### config.mk
export PLATFORM = sky130hd
export DESIGN_NAME = barrier_wishbone_retry
export DESIGN_NICKNAME = d
export VERILOG_FILES = /design/src/rtl/barrier_wishbone_retry.sv
export SDC_FILE = /design/constraint.sdc
export NUM_CORES = 1
export LEC_CHECK = 0
export CAP_MARGIN = 5
export CORE_AREA = 5 5 235 237
export CTS_CLUSTER_DIAMETER = 200
export DETAILED_ROUTE_END_ITERATION = 8
export DIE_AREA = 0 0 240 242
export GPL_ROUTABILITY_DRIVEN = 0
export GPL_TIMING_DRIVEN = 0
export SLEW_MARGIN = 20
export SYNTH_ARGS = -nofsm -noshare
export SYNTH_HDL_FRONTEND = slang
export SYNTH_SLANG_ARGS = --single-unit
### constraint.sdc
create_clock -name clk -period 13.95 [get_ports clk]
set_input_delay 2.79 -clock clk [delete_from_list [all_inputs] [get_ports clk]]
set_output_delay 2.79 -clock clk [all_outputs]
set_load 0.005 [all_outputs]
### src/rtl/barrier_wishbone_retry.sv
// ---------------------------------------------------------------------------
// barrier_wishbone_retry
//
// Registered Wishbone barrier between one upstream master and one downstream
// slave. The request is latched on the way down and the response is latched
// on the way up, so no combinational path crosses the block in either
// direction. A downstream RTY is absorbed and the request re-issued, after a
// one-cycle backoff, up to RETRY_LIMIT times. After that, RTY is returned
// upstream.
//
// Optional feature (compile-time macro WB_BARRIER_TIMEOUT_EN):
//   A watchdog counts ISSUE cycles. After TIMEOUT_CYCLES cycles with no
//   ACK/RTY it drops the downstream cycle and answers RTY upstream. That
//   final RTY counts as the last retry. When the macro is undefined the
//   watchdog is absent and ISSUE waits indefinitely.
//
// Ports
//   clk, rst                 clock (rising edge); asynchronous active-high reset
//   in_CYC/in_STB/in_WE      upstream request controls
//   in_SEL/in_ADR/in_DAT_M   upstream byte selects, address, write data
//   in_DAT_S                 read data to upstream, valid with in_ACK
//   in_ACK/in_RTY            one-cycle response pulses to upstream
//   out_CYC/out_STB/out_WE   downstream request controls
//   out_SEL/out_ADR/out_DAT_M latched request fields to downstream
//   out_DAT_S                downstream read data
//   out_ACK/out_RTY          downstream responses
// ---------------------------------------------------------------------------
module barrier_wishbone_retry #(
    parameter int DATA_WIDTH     = 128,
    parameter int ADDR_WIDTH     = 32,
    parameter int SEL_WIDTH      = DATA_WIDTH / 8,
    parameter int RETRY_LIMIT    = 2,
    parameter int TIMEOUT_CYCLES = 64
) (
    input  logic                  clk,
    input  logic                  rst,
    input  logic                  in_CYC,
    input  logic                  in_STB,
    input  logic                  in_WE,
    input  logic [SEL_WIDTH-1:0]  in_SEL,
    input  logic [ADDR_WIDTH-1:0] in_ADR,
    input  logic [DATA_WIDTH-1:0] in_DAT_M,
    output logic [DATA_WIDTH-1:0] in_DAT_S,
    output logic                  in_ACK,
    output logic                  in_RTY,
    output logic                  out_CYC,
    output logic                  out_STB,
    output logic                  out_WE,
    output logic [SEL_WIDTH-1:0]  out_SEL,
    output logic [ADDR_WIDTH-1:0] out_ADR,
    output logic [DATA_WIDTH-1:0] out_DAT_M,
    input  logic [DATA_WIDTH-1:0] out_DAT_S,
    input  logic                  out_ACK,
    input  logic                  out_RTY
);

    localparam int RC_W = (RETRY_LIMIT > 0) ? $clog2(RETRY_LIMIT + 1) : 1;
    localparam logic [RC_W-1:0] RC_MAX = RC_W'(RETRY_LIMIT);

    typedef enum logic [1:0] {
        S_IDLE    = 2'd0,
        S_ISSUE   = 2'd1,
        S_BACKOFF = 2'd2,
        S_RESP    = 2'd3
    } state_t;

    state_t          state;
    logic [RC_W-1:0] retry_cnt;

`ifdef WB_BARRIER_TIMEOUT_EN
    localparam int WD_W = (TIMEOUT_CYCLES > 1) ? $clog2(TIMEOUT_CYCLES + 1) : 1;
    localparam logic [WD_W-1:0] WD_LAST = WD_W'(TIMEOUT_CYCLES - 1);
    logic [WD_W-1:0] wd_cnt;
`else
    // Watchdog compiled out: TIMEOUT_CYCLES has no effect in this build.
    if (TIMEOUT_CYCLES < 0) begin : g_no_watchdog
    end
`endif

    always_ff @(posedge clk or posedge rst) begin
        if (rst) begin
            state     <= S_IDLE;
            retry_cnt <= '0;
            in_DAT_S  <= '0;
            in_ACK    <= 1'b0;
            in_RTY    <= 1'b0;
            out_CYC   <= 1'b0;
            out_STB   <= 1'b0;
            out_WE    <= 1'b0;
            out_SEL   <= '0;
            out_ADR   <= '0;
            out_DAT_M <= '0;
`ifdef WB_BARRIER_TIMEOUT_EN
            wd_cnt    <= '0;
`endif
        end else begin
            // Response outputs are single-cycle pulses unless set below.
            in_ACK <= 1'b0;
            in_RTY <= 1'b0;
            case (state)
                S_IDLE: begin
                    if (in_CYC && in_STB) begin
                        out_WE    <= in_WE;
                        out_SEL   <= in_SEL;
                        out_ADR   <= in_ADR;
                        out_DAT_M <= in_DAT_M;
                        out_CYC   <= 1'b1;
                        out_STB   <= 1'b1;
                        retry_cnt <= '0;
                        state     <= S_ISSUE;
`ifdef WB_BARRIER_TIMEOUT_EN
                        wd_cnt    <= '0;
`endif
                    end
                end
                S_ISSUE: begin
                    // Upstream abort has priority, so a late downstream ACK
                    // is never forwarded to a master that has gone away.
                    if (!in_CYC) begin
                        out_CYC <= 1'b0;
                        out_STB <= 1'b0;
                        state   <= S_IDLE;
                    end else if (out_ACK) begin
                        // ACK wins over a simultaneous RTY.
                        in_DAT_S <= out_DAT_S;
                        in_ACK   <= 1'b1;
                        out_CYC  <= 1'b0;
                        out_STB  <= 1'b0;
                        state    <= S_RESP;
                    end else if (out_RTY) begin
                        out_CYC <= 1'b0;
                        out_STB <= 1'b0;
                        if (retry_cnt < RC_MAX) begin
                            retry_cnt <= retry_cnt + 1'b1;
                            state     <= S_BACKOFF;
                        end else begin
                            in_RTY <= 1'b1;
                            state  <= S_RESP;
                        end
`ifdef WB_BARRIER_TIMEOUT_EN
                    end else if (wd_cnt == WD_LAST) begin
                        out_CYC   <= 1'b0;
                        out_STB   <= 1'b0;
                        in_RTY    <= 1'b1;
                        retry_cnt <= RC_MAX;
                        state     <= S_RESP;
                    end else begin
                        wd_cnt <= wd_cnt + 1'b1;
`endif
                    end
                end
                S_BACKOFF: begin
                    // Request fields are untouched, so the re-issue is identical.
                    if (!in_CYC) begin
                        state <= S_IDLE;
                    end else begin
                        out_CYC <= 1'b1;
                        out_STB <= 1'b1;
                        state   <= S_ISSUE;
`ifdef WB_BARRIER_TIMEOUT_EN
                        wd_cnt  <= '0;
`endif
                    end
                end
                default: begin
                    // S_RESP: the pulse is already on the outputs. in_STB is
                    // ignored here so a held strobe cannot start a new transaction.
                    state <= S_IDLE;
                end
            endcase
        end
    end

endmodule

### After elaboration in Yosys (flattened, before gate mapping)

Cells that the tools add are included.

| storage, ports and cells | value |
|---|---|
| input bits | 311 |
| output and inout bits | 309 |
| word-level logic and storage cells | 57 |
| register bits | 312 |

| cells by class | value |
|---|---|
| magnitude comparators | 1 |
| add/sub/neg operators | 1 |
| mux-type cells | 27 |
| equal/unequal tests | 9 |
| reductions and logical operators | 9 |

Operator list:

| operator | number |
|---|---|
| $mux 2 | 9 |
| $mux 1 | 15 |
| $ne 2x2->1 const B | 6 |
| $pmux 2 s3 | 1 |
| $reduce_and 6->1 | 1 |
| $ne 4x4->1 const B | 1 |
| $pmux 2 s2 | 1 |
| $reduce_and 2->1 | 2 |
| $reduce_and 4->1 | 1 |
| $pmux 1 s3 | 1 |
| $reduce_and 3->1 | 1 |
| $reduce_bool 3->1 | 1 |
| $add 2x1->2 const B | 1 |
| $eq 2x1->1 const B | 1 |
| $eq 2x2->1 const B | 1 |
| $logic_not 2->1 | 1 |
| $lt 2x2->1 const B | 1 |
| $reduce_bool 2->1 | 1 |
| $logic_and 1x1->1 | 1 |

### Depth between registers and ports, before layout

Gate-level depths: netlist of the first run.

| depth | value |
|---|---|
| depth after elaboration | 6 |
| gate-level depth with buffers | 6 |

### Least setup slack after synthesis of the first run

Ideal clock, no wire load.

| timing | value |
|---|---|
| path type | input port to flip-flop |
| start | input in_CYC |
| end | register in_DAT_S[0] |
| arrival | 3.710 ns |
| path buffers | 2 |
| slack | 10.115 ns |
| stages | 5 |
| required time | 13.825 ns |
| cells stage by stage | and3b_1 -> nand2_2 -> buf_6 -> buf_8 -> mux2_4 |

| on the way | value |
|---|---|
| longest elaborated chain between the ends | 1 |

RTL lines:

| what | RTL line | source |
|---|---|---|
| start, declared | 37 | `input logic in_CYC,` |
| $reduce_and 3->1 (no source line) | - |  |
| end signal, assigned | 125 | `in_DAT_S <= out_DAT_S;` |
| end, declared | 43 | `output logic [DATA_WIDTH-1:0] in_DAT_S,` |

No other way between the ends.
A chain may end at the register's enable or synchronous reset.

### Worst setup path after layout of the first run

| timing | value |
|---|---|
| start | register out_STB |
| end | output out_STB |

RTL lines:

| what | RTL line | source |
|---|---|---|
| start, declared | 47 | `output logic out_STB,` |
| start signal, assigned | 88 | `out_STB <= 1'b0;` |
| start signal, assigned | 108 | `out_STB <= 1'b1;` |
| start signal, assigned | 121 | `out_STB <= 1'b0;` |

No word-level cell between the ends.

==> impl_metrics.ini, run 1 <==
[floorplanning]
rows = 85
die-area_mm2 = 0.05808
initial_utilization_pct = 23.66
floorplan.io_pins = 620
die_w_um = 240
core-area_mm2 = 0.05307
floorplan.die.height_um = 242

[placed_design]
pre_cts_slack_ns = 9.131
dp_hpwl_um = 30970
placed_area_mm2 = 0.01972
count_of_input_and_output_buffers = 619

[route]
detail_route.vias_per_cell = 4.011
drt_pre_antenna_iters = 4
dr_total_vias = 8267
antenna_left = 0
detail_route.wirelength_um = 40100
avg_wl_per_cell_um = 19.45
drcViolationCount = 0
detailedRoute.firstIterationViolations = 197

[worst_setup_path]
reg2reg_depth = 5
worst-path-max-fanout = 5
startpoint_type = register
crit_required_ns = 11.16
crit_path_end_kind = output port
timing.rr.end = out_DAT_M[116]
worstReg2RegStart = state[0]
worst-setup-path-type = reg -> out
r2r_setup_slack_ns = 12.06
arrival_ns = 1.66

[cts]
total_number_of_clock_tree_sinks = 312
cts_hold_buf = 0
cts_tree = built
clk_latency_ns = 0.52
clockBufferDepth = 3
cts.clk_slew.worst_paths_ns = 0.06
cts-resized-gates = 0
clock_tree.root_cell = sky130_fd_sc_hd__clkbuf_16
cts-htree-levels = 2
post-cts-setup-buffer-count = 0
cts-buffers-inserted = 36

[min_path]
hold_start = retry_cnt[0]
timing.hold.worst.class = reg -> reg
worstHoldEndpoint = retry_cnt[0]
hold_path_depth = 1

[synthesis]
synth_async_sr_flop_share_pct = 100.0
area_share_of_the_largest_cell_type_after_synthesis_pct = 62.17
synth_top_area_cell = sky130_fd_sc_hd__dfrtp_1
syn_area_mm2 = 0.01256
yosysWarningCount = 0
yosys_register_bits = 312
synthesized_netlist_net_count = 988
yosys-top-cells-area = sky130_fd_sc_hd__dfrtp_1 62%, sky130_fd_sc_hd__mux2_4 25%, sky130_fd_sc_hd__mux2_2 8.6%, sky130_fd_sc_hd__buf_6 1.4%, sky130_fd_sc_hd__buf_8 1.2%
syn_area_per_cell_um2 = 18.55
synth.yosys.seq_area_share_pct = 62.17
synth_top_flop_cell = sky130_fd_sc_hd__dfrtp_1
postSynthCellCount = 677
synth_enable_flop_cells = 0
synthDistinctLibCells = 25

[grt]
grt_max_degree = 96
grt_pass1_wl_um = 59430
grt_pass1_vias = 9307
antenna_found_initial = 4
grt_usage_pct = 13.15
grt_overflow_total = 0

[pwr]
static-leakage-power_nw = 9.356
power_density_mw_per_mm2 = 155.5
peak_supply_drop_mv = 0.09983
post-layout-total-power_w = 0.003246

[status]
run_status = finished, final reports clean

[layout]
final_cell_mix = 619 x sky130_fd_sc_hd__clkdlybuf4s50_1, 312 x sky130_fd_sc_hd__dfrtp_1, 209 x sky130_fd_sc_hd__mux2_4, 96 x sky130_fd_sc_hd__mux2_2, 37 x sky130_fd_sc_hd__clkbuf_16
final_layout_size_suffix_gt1_share_pct = 29.17
final_common_cell = sky130_fd_sc_hd__clkdlybuf4s50_1
areaGrowthSynthToFinish_pct = 66.26
final_nets = 1648
non_filler_cell_area_final_mm2 = 0.02088

[sta]
finClkSkew_ns = 0.01014
hold_viol_final = 0
drv_slew = 0
tightestPinTransition_ns = 0.5420
max_clock_freq_mhz = 224.8
timing.final.setup_violations = 0
final_critical_path_setup_slack_ns = 9.501
grt_setup_unrepaired = no
layout_worst_path_cycle_share_pct = 31.89
timing.final.crit_period_ns = 4.449
slew_headroom_pct = 63.87

[run]
max-cap-violations = 0
==> final cells by class <==
| cell class | count | area (um^2) |
|---|---|---|
| Antenna cell | 4 | 10.01 |
| Buffer | 35 | 377.9 |
| Clock buffer | 56 | 1087 |
| Clock inverter | 6 | 66.31 |
| Fill cell | 4922 | 32190 |
| Inverter | 2 | 15.01 |
| Multi-Input combinational cell | 328 | 4365 |
| Sequential cell | 312 | 7807 |
| Tap cell | 696 | 870.8 |
| Timing Repair Buffer | 622 | 6279 |
==> Yosys cell counts, drive strengths merged, types with 2 or more instances <==
cell type    n
and2         2
inv          2
nor2b        2
nor3b        2
mux2       305
nand2        3
buf         35
nor2         3
dfrtp      312
==> cells by family after synthesis <==
| logic type | Yosys count | share of synthesized area (%) |
|---|---|---|
| AO/OA/AOI/OAI | 5 | 0.2590 |
| buffers and inverters | 37 | 3.069 |
| AND/OR/NAND/NOR | 17 | 0.8269 |
| multiplexers | 306 | 33.68 |
| flip-flops | 312 | 62.17 |
==> per-layer routing <==
| metal | share of wire [%] | global-route usage [%] |
|---|---|---|
| met5 | 0 | 0 |
| met4 | 2.1 | 3.638 |
| met3 | 11 | 6.216 |
| met2 | 50 | 23.03 |
| met1 | 37 | 14.20 |
==> flip-flops by register name, indices dropped and copies added, names as in the netlist <==
| register | cells |
|---|---|
| in_DAT_S | 128 |
| out_DAT_M | 128 |
| out_ADR | 32 |
| out_SEL | 16 |
| retry_cnt | 2 |
| state | 2 |
| in_ACK | 1 |
| in_RTY | 1 |
| out_STB | 1 |
| out_WE | 1 |
==> worst max-delay path, stage by stage (launching register included) <==
cell	delay (ns)
sky130_fd_sc_hd__dfrtp_1	0.41
sky130_fd_sc_hd__buf_4	0.13
sky130_fd_sc_hd__clkdlybuf4s50_1	0.59
==> worst max path at each step <==
stage / slack, ns / startpoint / endpoint
finish: 9.50 / out_STB / out_STB
global route: 9.38 / out_STB / out_STB
CTS: 9.42 / out_STB / out_STB
detailed placement: 9.13 / in_CYC / out_DAT_M[116]
global placement: -1.86 / rst / in_DAT_S[78]
floorplan: 2.53 / rst / in_ACK
==> report_power, final <==
part	total, W	switching [W]	internal (W)
Clock	0.000926	0.000372	0.000554
Combinational	0.00104	0.000285	0.000753
Sequential	0.00128	0.000137	0.00114
==> through the flow <==
| step | std cells | util [%] | hold slack [ns] | setup TNS [ns] |
|---|---|---|---|---|
| floorplan | 677 | - | 0.4372 | 0 |
| global placement | 1992 | 36.98 | 0.4625 | -563.49 |
| detailed placement | 1995 | 37.15 | 0.4777 | 0 |
| CTS | 2057 | 39.32 | 0.4846 | 0 |
| global route | 2061 | 39.34 | 0.5061 | 0 |
| finish | 2061 | 39.34 | 0.4783 | 0 |
Note: power is estimated with default switching activity, not from simulation.
==> run 2, diff against run 1 <==
==> constraint.sdc (replaced) <==
create_clock -name clk -period 4.5 [get_ports clk]
set_input_delay 0.9 -clock clk [delete_from_list [all_inputs] [get_ports clk]]
set_output_delay 0.9 -clock clk [all_outputs]
set_load 0.005 [all_outputs]
==> run 2 against run 1 <==
  * Worst hold slack gained 0.0059 ns
  * Clock power grew to 3.3 times the previous value
  * First-iteration DRC count shrank 13%
  * Global-route usage grew 0.14 points
  * Clock skew grew 0.0080 ns
  * Sequential share of layout area shrank 0.45 points
  * Clock-buffer cell count grew 6
  * Cell area grew 1.2%
  * Critical path depth is the same
  * Register-to-register slack lost 9.5 ns
  * Setup slack lost 7.5 ns
  * Largest power group unchanged
==> impl_metrics.ini, run 2 (synthesis results as in run 1) <==
[pwr]
post-layout-total-power_w = 0.01028
peak_supply_drop_mv = 0.3037
power_density_mw_per_mm2 = 486.5
power.share.clock_pct = 30.0
static-leakage-power_nw = 9.480
p_switching_w = 0.002492
power_frac_comb_pct = 31.5
power_report.internal_total_w = 0.007789
p_sw_share_pct = 24.24
share_seq_of_total_power_pct = 38.5

[cts]
clk_latency_ns = 0.53
clockBufferDepth = 3
total_number_of_clock_tree_sinks = 312
post-cts-setup-buffer-count = 0
cts_hold_buf = 0
cts-buffers-inserted = 38
cts.clk_slew.worst_paths_ns = 0.06
cts-htree-levels = 2
clock_tree.root_cell = sky130_fd_sc_hd__clkbuf_16
cts-resized-gates = 0
cts_tree = built

[layout]
areaGrowthSynthToFinish_pct = 68.30
final_layout_size_suffix_gt1_share_pct = 29.84
final_common_cell = sky130_fd_sc_hd__clkdlybuf4s50_1
utilization_of_the_core_after_routing_pct = 39.83
fillerInstances = 4909
final_nets = 1658
final_cell_mix = 619 x sky130_fd_sc_hd__clkdlybuf4s50_1, 312 x sky130_fd_sc_hd__dfrtp_1, 209 x sky130_fd_sc_hd__mux2_4, 96 x sky130_fd_sc_hd__mux2_2, 41 x sky130_fd_sc_hd__clkbuf_16
area.sequential_mm2 = 0.007807
multi_input_combinational_cell_area_mm2 = 0.004365
registers_with_the_most_flip_flops = in_DAT_S (128), out_DAT_M (128), out_ADR (32)

[sta]
finClkSkew_ns = 0.01818
drv_slew = 0
hold_viol_final = 0
grt_setup_unrepaired = no
max_clock_freq_mhz = 402.1
timing.final.crit_period_ns = 2.487
final.hold.worst_slack_ns = 0.4841
slew_headroom_pct = 73.55
timing.final.setup_violations = 0
tightestPinTransition_ns = 0.3959
layout_worst_path_cycle_share_pct = 55.26
final.setup.tns_ns = 0

[route]
detail_route.vias_per_cell = 4.039
drt_pre_antenna_iters = 4
antenna_left = 0
detail_route.wirelength_um = 40360
dr_total_vias = 8365
detailedRoute.firstIterationViolations = 172
drcViolationCount = 0
avg_wl_per_cell_um = 19.49

[worst_setup_path]
crit_required_ns = 3.60
worst-setup-path-type = reg -> out
crit_path_end_kind = output port
arrival_ns = 1.59
worst-path-max-fanout = 5
startpoint_type = register

[grt]
grt_pass1_vias = 9424
grt_overflow_total = 0
antenna_found_initial = 1
grt_usage_pct = 13.29
grt_max_degree = 33
grt_pass1_wl_um = 60040

[placed_design]
count_of_input_and_output_buffers = 619
dp_hpwl_um = 31510

[status]
run_status = finished, final reports clean

[floorplanning]
initial_utilization_pct = 23.66
die-area_mm2 = 0.05808
core-area_mm2 = 0.05307
die_w_um = 240
floorplan.io_pins = 620
floorplan.die.height_um = 242
rows = 85

[run]
max-cap-violations = 0

[min_path]
timing.hold.worst.class = reg -> reg
## run 2: cell count changes in the layout (fill, tap and decap cells not counted), moves of 2 or more
cell / delta
sky130_fd_sc_hd__buf_12: +9
sky130_fd_sc_hd__clkbuf_16: +4
sky130_fd_sc_hd__clkbuf_8: +2
sky130_fd_sc_hd__diode_2: -3
sky130_fd_sc_hd__inv_6: -3
## run 2: routing by layer
metal	routed length, um	part of all wire [%]	global-route usage, %	vias up
li1	-	-	-	3713
met1	14870	37	14.47	4178
met2	20000	50	23.22	408
met3	4497	11	5.954	64
met4	976	2.4	3.989	2
met5	13	0.032	0	-
## run 2: power groups by stage
| stage | clock network, W | registers [W] | logic (W) |
|---|---|---|---|
| finish | 0.00308 | 0.00396 | 0.00324 |
| CTS | 0.00320 | 0.00397 | 0.00330 |
| global route | 0.00332 | 0.00406 | 0.00343 |
| global placement | 0 | 0.00398 | 0.00325 |
| detailed placement | 0 | 0.00400 | 0.00328 |
| floorplan | 0 | 0.00402 | 0.00111 |
## run 2: layout make-up
class | instances | share of cell area, %
sequential | 312 | 36.94
timing repair buffer | 630 | 30.43
multi-input combinational | 328 | 20.65
clock buffer | 62 | 5.748
tap | 696 | 4.120
buffer | 35 | 1.788
clock inverter | 5 | 0.2546
inverter | 2 | 0.05328
antenna | 1 | 0.01184
## run 2: path summary, 6_finish.rpt
kind                              start       endpoint  slack, ns  cells after the start
hold reg to reg            retry_cnt[0]   retry_cnt[0]       0.48                      1
setup / recovery                out_STB        out_STB       2.01                      2
setup reg to reg               state[0]    out_SEL[10]       2.57                      5
hold / removal             retry_cnt[0]   retry_cnt[0]       0.48                      1
min in group asynchronous           rst     out_ADR[5]       0.72                      2
max in group asynchronous           rst  out_DAT_M[84]       2.60                      6
## run 2: worst max-delay path, stage by stage (launching register included)
cell and delay (ns):
sky130_fd_sc_hd__dfrtp_1 0.44, sky130_fd_sc_hd__buf_4 0.14, sky130_fd_sc_hd__clkdlybuf4s50_1 0.49
## run 2: through the flow
step	std cells	instance area, um^2	setup WS, ns
finish	2071	21140	2.013
global route	2070	21130	1.927
CTS	2070	21130	1.938
detailed placement	2003	19860	1.556
global placement	1992	19630	-3.061
floorplan	677	12560	-0.5549
==> run 3, diff against run 2 <==
--- a/config.mk
+++ b/config.mk
@@ -6,10 +6,10 @@
 export NUM_CORES = 1
 export LEC_CHECK = 0
 export CAP_MARGIN = 5
-export CORE_AREA = 5 5 235 237
+export CORE_AREA = 5 5 240 242
 export CTS_CLUSTER_DIAMETER = 200
 export DETAILED_ROUTE_END_ITERATION = 8
-export DIE_AREA = 0 0 240 242
+export DIE_AREA = 0 0 245 247
 export GPL_ROUTABILITY_DRIVEN = 0
 export GPL_TIMING_DRIVEN = 0
 export SLEW_MARGIN = 20
==> constraint.sdc (replaced) <==
create_clock -name clk -period 2.04 [get_ports clk]
set_input_delay 0.408 -clock clk [delete_from_list [all_inputs] [get_ports clk]]
set_output_delay 0.408 -clock clk [all_outputs]
set_load 0.005 [all_outputs]
==> run 3 against run 2 <==
  * Via count decreased by 0.47%
  * Sequential share of layout area increased by 0.15 points
  * Largest cell class unchanged
  * Total power increased by 120%
  * Final cell count about the same
  * Highest routed layer is now met4
  * Critical endpoint unchanged
==> impl_metrics.ini, run 3 (synthesis results as in run 1) <==
[floorplanning]
core-area_mm2 = 0.05488
die-area_mm2 = 0.06052
initial_utilization_pct = 22.88
floorplan.io_pins = 620
floorplan.die.height_um = 247
rows = 86
die_w_um = 245

[min_path]
timing.hold.worst.class = in -> async

[sta]
timing.final.setup_violations = 0
slew_headroom_pct = 66.11
max_clock_freq_mhz = 512.4
tightestPinTransition_ns = 0.5072
grt_setup_unrepaired = no
final.hold.worst_slack_ns = 0.2603
layout_worst_path_cycle_share_pct = 95.66
hold_viol_final = 0
drv_slew = 0
timing.final.crit_period_ns = 1.952
finClkSkew_ns = 0.009934

[placed_design]
count_of_input_and_output_buffers = 619
dp_hpwl_um = 33080

[run]
max-cap-violations = 0

[route]
detailedRoute.firstIterationViolations = 191
dr_total_vias = 8326
avg_wl_per_cell_um = 20.32
drt_pre_antenna_iters = 4
drcViolationCount = 0
detail_route.wirelength_um = 42130
antenna_left = 0
detail_route.vias_per_cell = 4.016

[grt]
antenna_found_initial = 1
grt_overflow_total = 0
grt_pass1_wl_um = 61440
grt_max_degree = 35
grt_pass1_vias = 9718
grt_usage_pct = 13.25

[worst_setup_path]
reg2reg_depth = 5
worst-path-max-fanout = 5
crit_required_ns = 1.63
worst-setup-path-type = reg -> out
startpoint_type = register
arrival_ns = 1.54
timing.critical_path.slowest_cell_delay_ns = 0.48
timing.rr.end = out_SEL[15]
worstPathCellList = buf_4, clkdlybuf4s50_1
r2r_setup_slack_ns = 0.22
crit_path_end_kind = output port
slowest_cp_cell = sky130_fd_sc_hd__clkdlybuf4s50_1
worstReg2RegStart = state[0]

[layout]
final_nets = 1657
utilization_of_the_core_after_routing_pct = 38.36
final_common_cell = sky130_fd_sc_hd__clkdlybuf4s50_1
fillerInstances = 5171
area.sequential_mm2 = 0.007809
multi_input_combinational_cell_area_mm2 = 0.004365
areaGrowthSynthToFinish_pct = 67.63
final_cell_mix = 619 x sky130_fd_sc_hd__clkdlybuf4s50_1, 311 x sky130_fd_sc_hd__dfrtp_1, 209 x sky130_fd_sc_hd__mux2_4, 96 x sky130_fd_sc_hd__mux2_2, 41 x sky130_fd_sc_hd__clkbuf_16
registers_with_the_most_flip_flops = in_DAT_S (128), out_DAT_M (128), out_ADR (32)
final_layout_size_suffix_gt1_share_pct = 29.77

[cts]
cts_tree = built
clockBufferDepth = 3
cts.clk_slew.worst_paths_ns = 0.06
total_number_of_clock_tree_sinks = 312
post-cts-setup-buffer-count = 0
cts_hold_buf = 0
clk_latency_ns = 0.53
cts-resized-gates = 1
cts-htree-levels = 2
cts-buffers-inserted = 38
clock_tree.root_cell = sky130_fd_sc_hd__clkbuf_16

[pwr]
power_density_mw_per_mm2 = 1071
static-leakage-power_nw = 9.430
peak_supply_drop_mv = 0.5360

[status]
run_status = finished, final reports clean
run 3: cell types whose count changed in the layout (fill, tap and decap cells not counted), sizes merged:
cell,before,now
diode,1,2
buf,46,45
clkbuf,62,55
clkinvlp,1,2
run 3: area by class of cell:
cell class / instances / share of cell area (%)
antenna: 2 / 0.02377
buffer: 35 / 1.795
clock buffer: 55 / 5.456
clock inverter: 6 / 0.2734
inverter: 2 / 0.05349
multi-input combinational: 328 / 20.74
sequential: 312 / 37.09
tap: 704 / 4.184
timing repair buffer: 629 / 30.38
run 3: worst max-delay path: cells and delay by family (launching register included):
family	cells	cell delay, ns
DFF	1	0.41
buffers and inverters	2	0.60
run 3: worst max path at each step:
stage                     start          end  cells past startpoint
floorplan                   rst       in_ACK                      1
global placement            rst      out_STB                      2
detailed placement       in_CYC  out_SEL[15]                      6
CTS                 out_SEL[10]  out_SEL[10]                      1
global route            out_STB      out_STB                      2
finish                  out_STB      out_STB                      2
run 3: layer usage:
layer	track usage (%)	share of wire, %
met5	0	0
met4	5.000	3.1
met3	5.837	10
met2	23.88	51
met1	13.59	35
run 3: stage by stage:
| stage | cells | worst slack [ns] | power, W | area [um^2] | setup TNS (ns) |
|---|---|---|---|---|---|
| after floorplan | 677 | -2.523 | 0.01132 | 12560 | -787.15 |
| after global placement | 2000 | -5.016 | 0.01602 | 19640 | -1588.84 |
| after detailed placement | 2010 | -0.3392 | 0.01613 | 19840 | -57.51 |
| after CTS | 2071 | 0.006479 | 0.02301 | 21050 | 0 |
| after global routing | 2072 | 0.003456 | 0.02372 | 21050 | 0 |
| final | 2073 | 0.08844 | 0.02254 | 21050 | 0 |
run 3: report_power, final:
group / switching [W] / internal, W
clock network: 0.00260 / 0.00400
registers: 0.000971 / 0.00783
logic: 0.00198 / 0.00517
